## config.mk

```make
export PLATFORM = sky130hd
export DESIGN_NAME = game_countdown_timer
export DESIGN_NICKNAME = d
export VERILOG_FILES = /design/src/rtl/game_countdown_timer.sv
export SDC_FILE = /design/constraint.sdc
export NUM_CORES = 1
export LEC_CHECK = 0
export CAP_MARGIN = 20
export CELL_PAD_IN_SITES_DETAIL_PLACEMENT = 0
export CELL_PAD_IN_SITES_GLOBAL_PLACEMENT = 2
export CORE_AREA = 2 2 158 160
export CTS_CLUSTER_SIZE = 14
export DETAILED_ROUTE_END_ITERATION = 12
export DIE_AREA = 0 0 160 162
export PLACE_DENSITY_LB_ADDON = 0.1
export SYNTH_ARGS = -nofsm -noshare
export SYNTH_HDL_FRONTEND = slang
export SYNTH_SLANG_ARGS = --single-unit
```

## constraint.sdc

```tcl
create_clock -name clock -period 16.3 [get_ports clock]
set_input_delay 1.63 -clock clock [delete_from_list [all_inputs] [get_ports clock]]
set_output_delay 1.63 -clock clock [all_outputs]
set_load 0.05 [all_outputs]
```

## src/rtl/game_countdown_timer.sv

```systemverilog
// Countdown game timer: binary count with tick/miss/bonus updates, game-over
// detection, a sequential double-dabble BCD converter and a registered
// multiplexed seven-segment scanner.
`timescale 1ns/1ps
module game_countdown_timer #(
   parameter int TICK_DIV  = 5000,
   parameter int COUNT_W   = 21,
   parameter int START     = 1800000,
   parameter int MAX_VALUE = 1999999,
   parameter int PENALTY   = 10,
   parameter int BONUS     = 10,
   parameter int DIGITS    = 8,
   parameter int DP_POS    = 4,
   parameter int MUX_BITS  = 6,
   parameter int AUTO_RUN  = 1
) (
   input  logic                  clock,
   input  logic                  reset,
   input  logic                  start,
   input  logic                  pause,
   input  logic                  miss,
   input  logic                  bonus,
   output logic [COUNT_W-1:0]    timer_out,
   output logic [4*DIGITS-1:0]   timer_bcd,
   output logic                  running,
   output logic                  game_over,
   output logic [6:0]            seg,
   output logic                  dp,
   output logic [7:0]            an
);

   localparam int DW = (TICK_DIV > 2) ? $clog2(TICK_DIV) : 1;
   localparam int SW = COUNT_W + 2;
   localparam int IW = $clog2(COUNT_W + 1);
   localparam int BW = 4 * DIGITS;

   localparam logic [DW-1:0]        DIV_MAX = DW'(TICK_DIV - 1);
   localparam logic [COUNT_W-1:0]   START_C = COUNT_W'(START);
   localparam logic [COUNT_W-1:0]   MAX_C   = COUNT_W'(MAX_VALUE);
   localparam logic signed [SW-1:0] MAX_S   = SW'(MAX_VALUE);
   localparam logic signed [SW-1:0] PEN_S   = SW'(PENALTY);
   localparam logic signed [SW-1:0] BON_S   = SW'(BONUS);
   localparam logic signed [SW-1:0] ONE_S   = SW'(1);
   localparam logic signed [SW-1:0] ZERO_S  = SW'(0);
   localparam logic [IW-1:0]        IT_LAST = IW'(COUNT_W - 1);

   typedef enum logic [1:0] {CV_IDLE = 2'd0, CV_SHIFT = 2'd1, CV_DONE = 2'd2} cv_state_e;

   // Add 3 to every BCD digit that is 5 or more (double-dabble correction).
   function automatic logic [BW-1:0] add3(input logic [BW-1:0] v);
      logic [BW-1:0] r;
      r = v;
      for (int i = 0; i < DIGITS; i++) begin
         if (v[4*i +: 4] >= 4'd5) r[4*i +: 4] = v[4*i +: 4] + 4'd3;
         else                     r[4*i +: 4] = v[4*i +: 4];
      end
      return r;
   endfunction

   // Seven-segment pattern {g,f,e,d,c,b,a}; non-decimal nibbles show a dash.
   function automatic logic [6:0] seg_decode(input logic [3:0] d);
      case (d)
         4'd0:    return 7'b0111111;
         4'd1:    return 7'b0000110;
         4'd2:    return 7'b1011011;
         4'd3:    return 7'b1001111;
         4'd4:    return 7'b1100110;
         4'd5:    return 7'b1101101;
         4'd6:    return 7'b1111101;
         4'd7:    return 7'b0000111;
         4'd8:    return 7'b1111111;
         4'd9:    return 7'b1101111;
         default: return 7'b1000000;
      endcase
   endfunction

   logic [COUNT_W-1:0] count_q, count_d;
   logic               run_q, run_d, go_q, go_d;
   logic [DW-1:0]      div_q, div_d;
   logic               active_s, tick_s;
   logic signed [SW-1:0] sum_s;

   cv_state_e          cv_q, cv_d;
   logic               req_q, req_d;
   logic [IW-1:0]      it_q, it_d;
   logic [COUNT_W-1:0] bin_q, bin_d;
   logic [BW-1:0]      bcd_q, bcd_d, adj_s;
   logic [BW-1:0]      timer_bcd_q, timer_bcd_d;

   logic [MUX_BITS-1:0] scan_q;
   logic [2:0]          sel_s;
   logic [31:0]         bcd32_s;
   logic [6:0]          seg_q, seg_d;
   logic                dp_q, dp_d;
   logic [7:0]          an_q, an_d;

   assign active_s = run_q & ~pause;
   assign tick_s   = active_s & (div_q == DIV_MAX);
   assign sum_s    = $signed({2'b00, count_q}) - (tick_s ? ONE_S : ZERO_S)
                   - (miss ? PEN_S : ZERO_S) + (bonus ? BON_S : ZERO_S);

   // Next count, divider, running and game-over state; start overrides updates.
   always_comb begin
      count_d = count_q;
      run_d   = run_q;
      go_d    = go_q;
      div_d   = div_q;
      if (start) begin
         count_d = START_C;
         run_d   = 1'b1;
         go_d    = 1'b0;
         div_d   = '0;
      end else if (active_s) begin
         div_d = tick_s ? '0 : div_q + 1'b1;
         if (sum_s[SW-1])       count_d = '0;
         else if (sum_s > MAX_S) count_d = MAX_C;
         else                    count_d = sum_s[COUNT_W-1:0];
         if (count_d == '0) begin
            go_d  = 1'b1;
            run_d = 1'b0;
         end else begin
            go_d  = go_q;
            run_d = run_q;
         end
      end else begin
         div_d = div_q;
      end
   end

   // Game state registers.
   always_ff @(posedge clock or posedge reset) begin
      if (reset) begin
         count_q <= START_C;
         run_q   <= (AUTO_RUN != 0);
         go_q    <= 1'b0;
         div_q   <= '0;
      end else begin
         count_q <= count_d;
         run_q   <= run_d;
         go_q    <= go_d;
         div_q   <= div_d;
      end
   end

   assign adj_s = add3(bcd_q);

   // Converter next state: capture, COUNT_W add-3/shift steps, publish; changes coalesce into one pending request.
   always_comb begin
      cv_d        = cv_q;
      req_d       = req_q;
      it_d        = it_q;
      bin_d       = bin_q;
      bcd_d       = bcd_q;
      timer_bcd_d = timer_bcd_q;
      case (cv_q)
         CV_IDLE: begin
            if (req_q) begin
               req_d = 1'b0;
               bin_d = count_q;
               bcd_d = '0;
               it_d  = '0;
               cv_d  = CV_SHIFT;
            end else begin
               cv_d = CV_IDLE;
            end
         end
         CV_SHIFT: begin
            bcd_d = {adj_s[BW-2:0], bin_q[COUNT_W-1]};
            bin_d = {bin_q[COUNT_W-2:0], 1'b0};
            if (it_q == IT_LAST) cv_d = CV_DONE;
            else                 it_d = it_q + 1'b1;
         end
         CV_DONE: begin
            timer_bcd_d = bcd_q;
            cv_d        = CV_IDLE;
         end
         default: cv_d = CV_IDLE;
      endcase
      if (count_d != count_q) req_d = 1'b1;
      else                    req_d = req_d;
   end

   // Converter registers; reset aborts any conversion and leaves one request pending.
   always_ff @(posedge clock or posedge reset) begin
      if (reset) begin
         cv_q        <= CV_IDLE;
         req_q       <= 1'b1;
         it_q        <= '0;
         bin_q       <= '0;
         bcd_q       <= '0;
         timer_bcd_q <= '0;
      end else begin
         cv_q        <= cv_d;
         req_q       <= req_d;
         it_q        <= it_d;
         bin_q       <= bin_d;
         bcd_q       <= bcd_d;
         timer_bcd_q <= timer_bcd_d;
      end
   end

   assign sel_s   = scan_q[MUX_BITS-1 -: 3];
   assign bcd32_s = 32'(timer_bcd_q);

   // Display pattern for the digit selected by the scan counter; unused slots blank.
   always_comb begin
      an_d  = 8'hFF;
      seg_d = 7'd0;
      dp_d  = 1'b0;
      if (int'(sel_s) < DIGITS) begin
         an_d[sel_s] = 1'b0;
         seg_d       = seg_decode(bcd32_s[{sel_s, 2'b00} +: 4]);
         dp_d        = (int'(sel_s) == DP_POS);
      end else begin
         an_d = 8'hFF;
      end
   end

   // Free-running scan counter and registered display pins.
   always_ff @(posedge clock or posedge reset) begin
      if (reset) begin
         scan_q <= '0;
         an_q   <= 8'hFF;
         seg_q  <= 7'd0;
         dp_q   <= 1'b0;
      end else begin
         scan_q <= scan_q + 1'b1;
         an_q   <= an_d;
         seg_q  <= seg_d;
         dp_q   <= dp_d;
      end
   end

   assign timer_out = count_q;
   assign timer_bcd = timer_bcd_q;
   assign running   = run_q;
   assign game_over = go_q;
   assign seg       = seg_q;
   assign dp        = dp_q;
   assign an        = an_q;

endmodule

```

==> results of run 1 <==
==> worst min path at each step <==
stage | start | slack, ps | cells past startpoint | end
floorplan | scan_q[0] | 420 | 1 | scan_q[0]
global placement | scan_q[0] | 440 | 1 | scan_q[0]
detailed placement | scan_q[0] | 450 | 1 | scan_q[0]
CTS | scan_q[0] | 460 | 1 | scan_q[0]
global route | scan_q[0] | 490 | 1 | scan_q[0]
finish | scan_q[0] | 450 | 1 | scan_q[0]
==> metrics by stage <==
step                util [%]  instance area (µm²)  instances
floorplan                  -                 9540       1066
global placement        43.7                10500       1416
detailed placement      43.7                10500       1416
CTS                     46.3                11200       1448
global route            46.3                11200       1449
finish                  46.3                11200       1449
==> cells in the mapped netlist (6+ instances only) <==
cell type | count | area share, %
xor2_1 | 29 | 2.7
a32o_1 | 9 | 0.94
a211o_1 | 7 | 0.64
nand3_1 | 16 | 0.84
ha_1 | 50 | 6.6
nor3_1 | 17 | 0.89
inv_1 | 73 | 2.9
clkbuf_1 | 51 | 2.0
nand4_1 | 20 | 1.3
mux2_2 | 18 | 2.1
and2_1 | 9 | 0.59
a31oi_1 | 17 | 1.1
dfstp_2 | 21 | 5.8
nand2b_1 | 16 | 1.0
a211oi_1 | 6 | 0.47
or4_1 | 6 | 0.47
nand2_1 | 118 | 4.6
xnor2_1 | 35 | 3.2
a21oi_1 | 77 | 4.0
o21ai_0 | 64 | 3.4
o211ai_1 | 6 | 0.47
nor4_1 | 7 | 0.46
dfrtp_1 | 130 | 34
a21o_1 | 15 | 1.2
o31ai_1 | 16 | 1.3
o22ai_1 | 14 | 0.92
or3_1 | 9 | 0.59
nor3b_1 | 6 | 0.47
nor2_1 | 86 | 3.4
==> power by group through the flow <==
| stage | registers [mW] | clock network (mW) | logic, mW |
|---|---|---|---|
| after floorplan | 0.671 | 0 | 0.765 |
| final | 0.576 | 0.423 | 1.23 |
| after detailed placement | 0.581 | 0 | 1.22 |
| after CTS | 0.575 | 0.433 | 1.22 |
| after global routing | 0.587 | 0.450 | 1.34 |
| after global placement | 0.582 | 0 | 1.23 |
==> sequential cells by signal, indices dropped and copies added, names as in the netlist <==
| signal | cells |
|---|---|
| an | 8 |
| bcd_q | 32 |
| bin_q | 21 |
| cv_q | 2 |
| div_q | 13 |
| dp | 1 |
| game_over | 1 |
| it_q | 5 |
| req_q | 1 |
| running | 1 |
| scan_q | 6 |
| seg | 7 |
| timer_bcd | 32 |
| timer_out | 21 |
==> final cells by class <==
class,count,area (µm²)
multi-input combinational,781,5200
clock inverter,13,194
tap,324,405
clock buffer,19,433
inverter,73,279
sequential,151,3800
fill,2437,12900
timing repair buffer,88,848
==> per-layer routing <==
metal	track usage [%]	share of wire (%)	routed length, µm
met1	29.3	45	12700
met2	37.9	48	13600
met3	2.81	3.6	1010
met4	8.56	2.8	802
met5	0	0	0
==> critical path, delay by kind of cell <==
kind	cells	cell delay (ps)
buffers and inverters	4	810
AO/OA/AOI/OAI	4	1520
XOR/XNOR	2	720
adder cells (fa/ha/maj)	2	540
AND/OR/NAND/NOR	13	3320
==> layout by cell type (no fill, tap or decap), types with 15 or more instances in the layout <==
master	instances
nand2_1	118
dfrtp_1	130
o31ai_1	16
a21o_1	15
inv_1	72
mux2_2	18
clkdlybuf4s50_1	76
nand4_1	20
nand3_1	16
ha_1	50
clkbuf_16	17
nor3_1	17
o21ai_0	64
nor2_1	85
nand2b_1	15
xnor2_1	35
a21oi_1	77
a31oi_1	17
dfstp_2	21
xor2_1	29
==> kinds of logic after synthesis <==
logic type	count (synthesis)
flip-flops	151
adder cells (fa/ha/maj)	53
AND/OR/NAND/NOR	343
XOR/XNOR	64
multiplexers	25
AO/OA/AOI/OAI	296
buffers and inverters	134
==> results.md, run 1 <==
- Total track usage: between 20% and 30%
- Final slew viol count: 0
- Initial antenna violation count: 0
- DR iter-0 viols: 666
- Distinct cell type count after synthesis: 82
- Antenna Nets Post-Route: 0
- Period utilization: 50.5%
- Maximum vdd drop: 123 µV
- Post-cts resize count: 0
- Combinational power share: a little under three fifths
- NumNets Final: 1171
- Minimum clock period: roughly 8000 ps
- Sequential element share of the synthesized area: 39.9%
- Final Hold Slack: between 400 and 500 ps
- Finish-stage setup viols: 0
- CTS Buf Count: 17
- RePlAce Congestion: 0.890
- Post-Route WL: 28200 µm
- Setup tns final: 0 ps
- Vias in the first global route: between 7000 and 8000
- Largest family of logic cells by synthesized area: compound AO/OA/AOI/OAI gates
- Int Pwr: 1.15 mW
- H-tree levels: 4
- Fin. Hold Viols: 0
- Largest net degree at the start of global routing: 62
- Mux contribution to synthesized area: 3.04%
- Max Freq: around 120 MHz
- Relative slew slack: 37.2%
- DR vias: 8167
- Yosys reg bits: 151
- CTS Sinks: 151
- Ys Warns: 0
- Outcome: finished clean
- HP Class: flop to flop
- CP Launch Type: input pin
- RSZ-0062 raised after global routing: no
- Area growth, synth to finish: 17.1%
- Full die area: around 0.026 mm²
- Clock Power Share: a little under a fifth
- Worst Path Arrival: between 8000 and 9000 ps
- DRC Markers: 0
- CP max FO: 10
- Synth Area in XOR/XNOR: 5.88%
- Final worst setup slack: 8070 ps
- Starting Density: roughly two fifths
- Syn_area_per_cell: 8.95 µm²
- End of the critical path: req_q
- R2r setup slk: 9130 ps
- Setup WS pre-CTS: 7680 ps
- Overflow after GRT: 0
- Post-CTS Setup Inserts: 0
- Worst r2r src: running
- Post-synth EDFFs: 0
- PortBufs: 76
- Clock latency on the worst-skew pair: 420 ps
- WL per Instance: 19.4 µm
- Die height: 162 µm
- Clk buf depth: 2
- Worst Tran Pin Value: 942 ps
- CP Capture Type: flop
- P_sw: 1.08 mW
- Max-cap violations: 0
- Via/cell ratio: 5.64
- Main synth FF type: dfrtp_1
- Critical path class: input pin to flop
- Sw Share: slightly below 50%
- Io pins: just under 80
- CP required: ~17000 ps
- Crit path max-delay cell type: o31ai_1
- Die width: 160 µm
- Synth Area in Compound Gates: 20.8%
- Core outline area: approximately 0.024 mm²
- Final Skew: 12.9 ps
- Reg2reg end: req_q
- Simple-gate share of the synthesized area: 17.6%
- Synth Area in Adders: between 7 and 8%
- Syn Nets: around 1100
- Diode count: 0
- Critical Path Source: pause
- Slowest stage delay, CP: 600 ps
- Power, Total: approximately 2.2 mW
- Worst-path clk slew: 70 ps
- Leak: 4.86 nW
- R2R cell count: 24
- FFs w/ async S/R, synth: 100%
- Share of post-route cells with drive strength above 1: 9.24%
- Global-route wire length before repair: 45700 µm
- Post-Syn Instances: 1066
- Synth Cell Area: 0.00954 mm²
- DP HPWL: 20500 µm
- Number of cell rows: 57
- Hold buffers post-CTS: 0
- Power density over cell area: 200 mW/mm²
- CTS root buf: clkbuf_16
- Pre-Repair DR Iteration Count: 6
- CTS tree: built
- Seq pwr share: about a quarter
No activity file was read; power rests on OpenSTA's default activity.
==> run 2: changes to the inputs <==
--- a/config.mk
+++ b/config.mk
@@ -8,10 +8,10 @@
 export CAP_MARGIN = 20
 export CELL_PAD_IN_SITES_DETAIL_PLACEMENT = 0
 export CELL_PAD_IN_SITES_GLOBAL_PLACEMENT = 2
-export CORE_AREA = 2 2 158 160
+export CORE_AREA = 2 2 164 166
 export CTS_CLUSTER_SIZE = 14
 export DETAILED_ROUTE_END_ITERATION = 12
-export DIE_AREA = 0 0 160 162
+export DIE_AREA = 0 0 166 168
 export PLACE_DENSITY_LB_ADDON = 0.1
 export SYNTH_ARGS = -nofsm -noshare
 export SYNTH_HDL_FRONTEND = slang
==> constraint.sdc (replaced) <==
create_clock -name clock -period 7.75 [get_ports clock]
set_input_delay 0.775 -clock clock [delete_from_list [all_inputs] [get_ports clock]]
set_output_delay 0.775 -clock clock [all_outputs]
set_load 0.05 [all_outputs]
==> run 2 against run 1 <==
- combinational power up 120%
- final area grew 0.38%
- largest power group unchanged
- global-route usage shrank 1.6 points
==> results.md, run 2 (synthesis results as in run 1) <==
- Relative slew slack: roughly two fifths
- Area growth, synth to finish: 17.5%
- NumNets Final: 1182
- DRC Markers: 0
- Post-CTS Setup Inserts: 0
- CP max FO: 5
- Post-cts resize count: 0
- Crit path max-delay cell type: a221oi_1
- CTS root buf: clkbuf_16
- Max Freq: 143 MHz
- Final Skew: between 15 and 20 ps
- Period utilization: 90.5%
- CTS Buf Count: 17
- RePlAce Congestion: 0.922
- Largest net degree at the start of global routing: 92
- Die height: roughly 170 µm
- Clk buf depth: 2
- Via/cell ratio: 5.43
- Max-cap violations: 0
- Clock latency on the worst-skew pair: 430 ps
- Share of post-route cells with drive strength above 1: 10.3%
- Initial antenna violation count: 0
- CTS Sinks: 151
- Final slew viol count: 0
- Buffers & Inverters on Critical Path: 3
- Leak: 4.89 nW
- DR iter-0 viols: 568
- Fin. Hold Viols: 0
- Critical path class: input pin to flop
- H-tree levels: 4
- Full die area: about 0.028 mm²
- Hold buffers post-CTS: 0
- DP HPWL: 20900 µm
- Die width: 166 µm
- CP top delay family: simple AND/OR/NAND/NOR gates
- Slowest stage delay, CP: between 400 and 500 ps
- RSZ-0062 raised after global routing: no
- PortBufs: 76
- Post-Place Cells: ~1400
- Outcome: finished clean
- Commonest non-fill, non-tap cell in the layout: dfrtp_1
- CP required: 8090 ps
- Antenna Nets Post-Route: 0
- Maximum vdd drop: 255 µV
- Worst-path clk slew: 70 ps
- Global-route wire length before repair: 45700 µm
- Io pins: 77
- CTS tree: built
- Diode count: 0
- Finish-stage setup viols: 0
- Most frequent cells in the layout: dfrtp_1, nand2_1, nor2_1, a21oi_1, clkdlybuf4s50_1
- Post-Route WL: 28300 µm
- WL per Instance: 19.2 µm
- HP Class: flop to flop
- Final Non-Filler Cells: 1477
- Pre-Repair DR Iteration Count: 5
- Power density over cell area: 421 mW/mm²
- Ordered list of cells on the worst path: clkdlybuf4s50_1 -> nor2b_1 -> and3_1 -> nand3_1 -> inv_1 -> ha_1 -> or3b_1 -> nor3_1 -> nand2_1 -> or3_1 -> xnor2_1 -> inv_1 -> ha_1 -> and2_1 -> and2_1 -> a311o_1 -> a221oi_1 -> o21ai_0 -> a221oi_1 -> nand4_1 -> nor4_1 -> o221ai_1 -> a2111oi_0 -> nand4_1
- DR vias: 8020
- Vias in the first global route: 7983
- Setup tns final: 0 ps
- CP Launch Type: input pin
- Minimum clock period: between 7000 and 8000 ps
- Core outline area: 0.0264 mm²
- Worst Tran Pin Value: 926 ps
- Worst Path Arrival: 7350 ps
- CP Capture Type: flop
- Starting Density: around 36%
- Total track usage: roughly 21%
- Overflow after GRT: 0
- Number of cell rows: 60
==> run 2: changes by cell type in the layout (fill, tap and decap cells not counted) <==
cell,previous run,this run
clkinvlp_4,3,1
clkinv_8,0,1
bufinv_16,4,0
inv_6,5,7
clkinv_2,1,2
clkbuf_2,1,0
buf_4,11,23
clkbuf_1,2,0
clkinv_4,0,2
inv_8,1,3
==> run 2: path summary, 6_finish.rpt <==
| path | start | to | slack, ps | cells past startpoint |
|---|---|---|---|---|
| worst min register to register | scan_q[0] | scan_q[0] | 450 | 1 |
| worst max-delay path | pause | req_q | 730 | 24 |
| min in group asynchronous | reset | timer_bcd[30] | 880 | 2 |
| max in group asynchronous | reset | timer_out[1] | 5520 | 3 |
| worst min-delay path | scan_q[0] | scan_q[0] | 450 | 1 |
| worst max register to register | running | req_q | 940 | 23 |
==> run 2: layout make-up <==
cell class | instances | area (µm²)
well taps | 341 | 427
multi-input cells | 781 | 5200
repair buffers | 99 | 933
clock buffers | 17 | 425
fillers | 2671 | 15100
flip-flops and latches | 151 | 3800
clock inverters | 15 | 138
inverters | 73 | 279
==> run 2: worst reg2reg max path, stage by stage, from the launching register on <==
cell	delay (ps)
dfstp_2	550
nor2b_1	200
and3_1	180
nand3_1	110
inv_1	140
ha_1	200
or3b_1	430
nor3_1	440
nand2_1	300
or3_1	400
xnor2_1	210
inv_1	70
ha_1	360
and2_1	200
and2_1	140
a311o_1	350
a221oi_1	440
o21ai_0	200
a221oi_1	450
nand4_1	310
nor4_1	360
o221ai_1	160
a2111oi_0	390
nand4_1	140
==> run 2: stage by stage <==
step / total power [mW] / hold WS (ps) / util [%] / setup slack, ps / cell area [µm²]
5_1_grt: 5.02 / 495 / 42.5 / 273 / 11200
2_1_floorplan: 3.02 / 422 / - / 1480 / 9540
3_3_place_gp: 3.94 / 444 / 40.4 / 551 / 10600
6_report: 4.72 / 452 / 42.5 / 733 / 11200
3_5_place_dp: 3.92 / 445 / 40.4 / 415 / 10600
4_1_cts: 4.74 / 456 / 42.5 / 820 / 11200
==> run 2: power by group <==
part	switching (mW)	internal, mW
Clock	0.381	0.425
Combinational	1.72	1.01
Sequential	0.237	0.950
==> run 2: routing by layer <==
layer | global-route usage (%) | vias up | routed length (µm)
met4 | 6.65 | 0 | 578
met5 | 0 | - | 0
met2 | 36.6 | 181 | 14200
met1 | 26.3 | 3871 | 12600
met3 | 2.77 | 36 | 857
li1 | - | 3932 | -
==> run 3: changes to the inputs <==
--- a/config.mk
+++ b/config.mk
@@ -12,6 +12,7 @@
 export CTS_CLUSTER_SIZE = 14
 export DETAILED_ROUTE_END_ITERATION = 12
 export DIE_AREA = 0 0 166 168
+export GPL_TIMING_DRIVEN = 1
 export PLACE_DENSITY_LB_ADDON = 0.1
 export SYNTH_ARGS = -nofsm -noshare
 export SYNTH_HDL_FRONTEND = slang
==> results of run 3 <==
The final DEF is identical to that of run 2; final timing and power are the same.
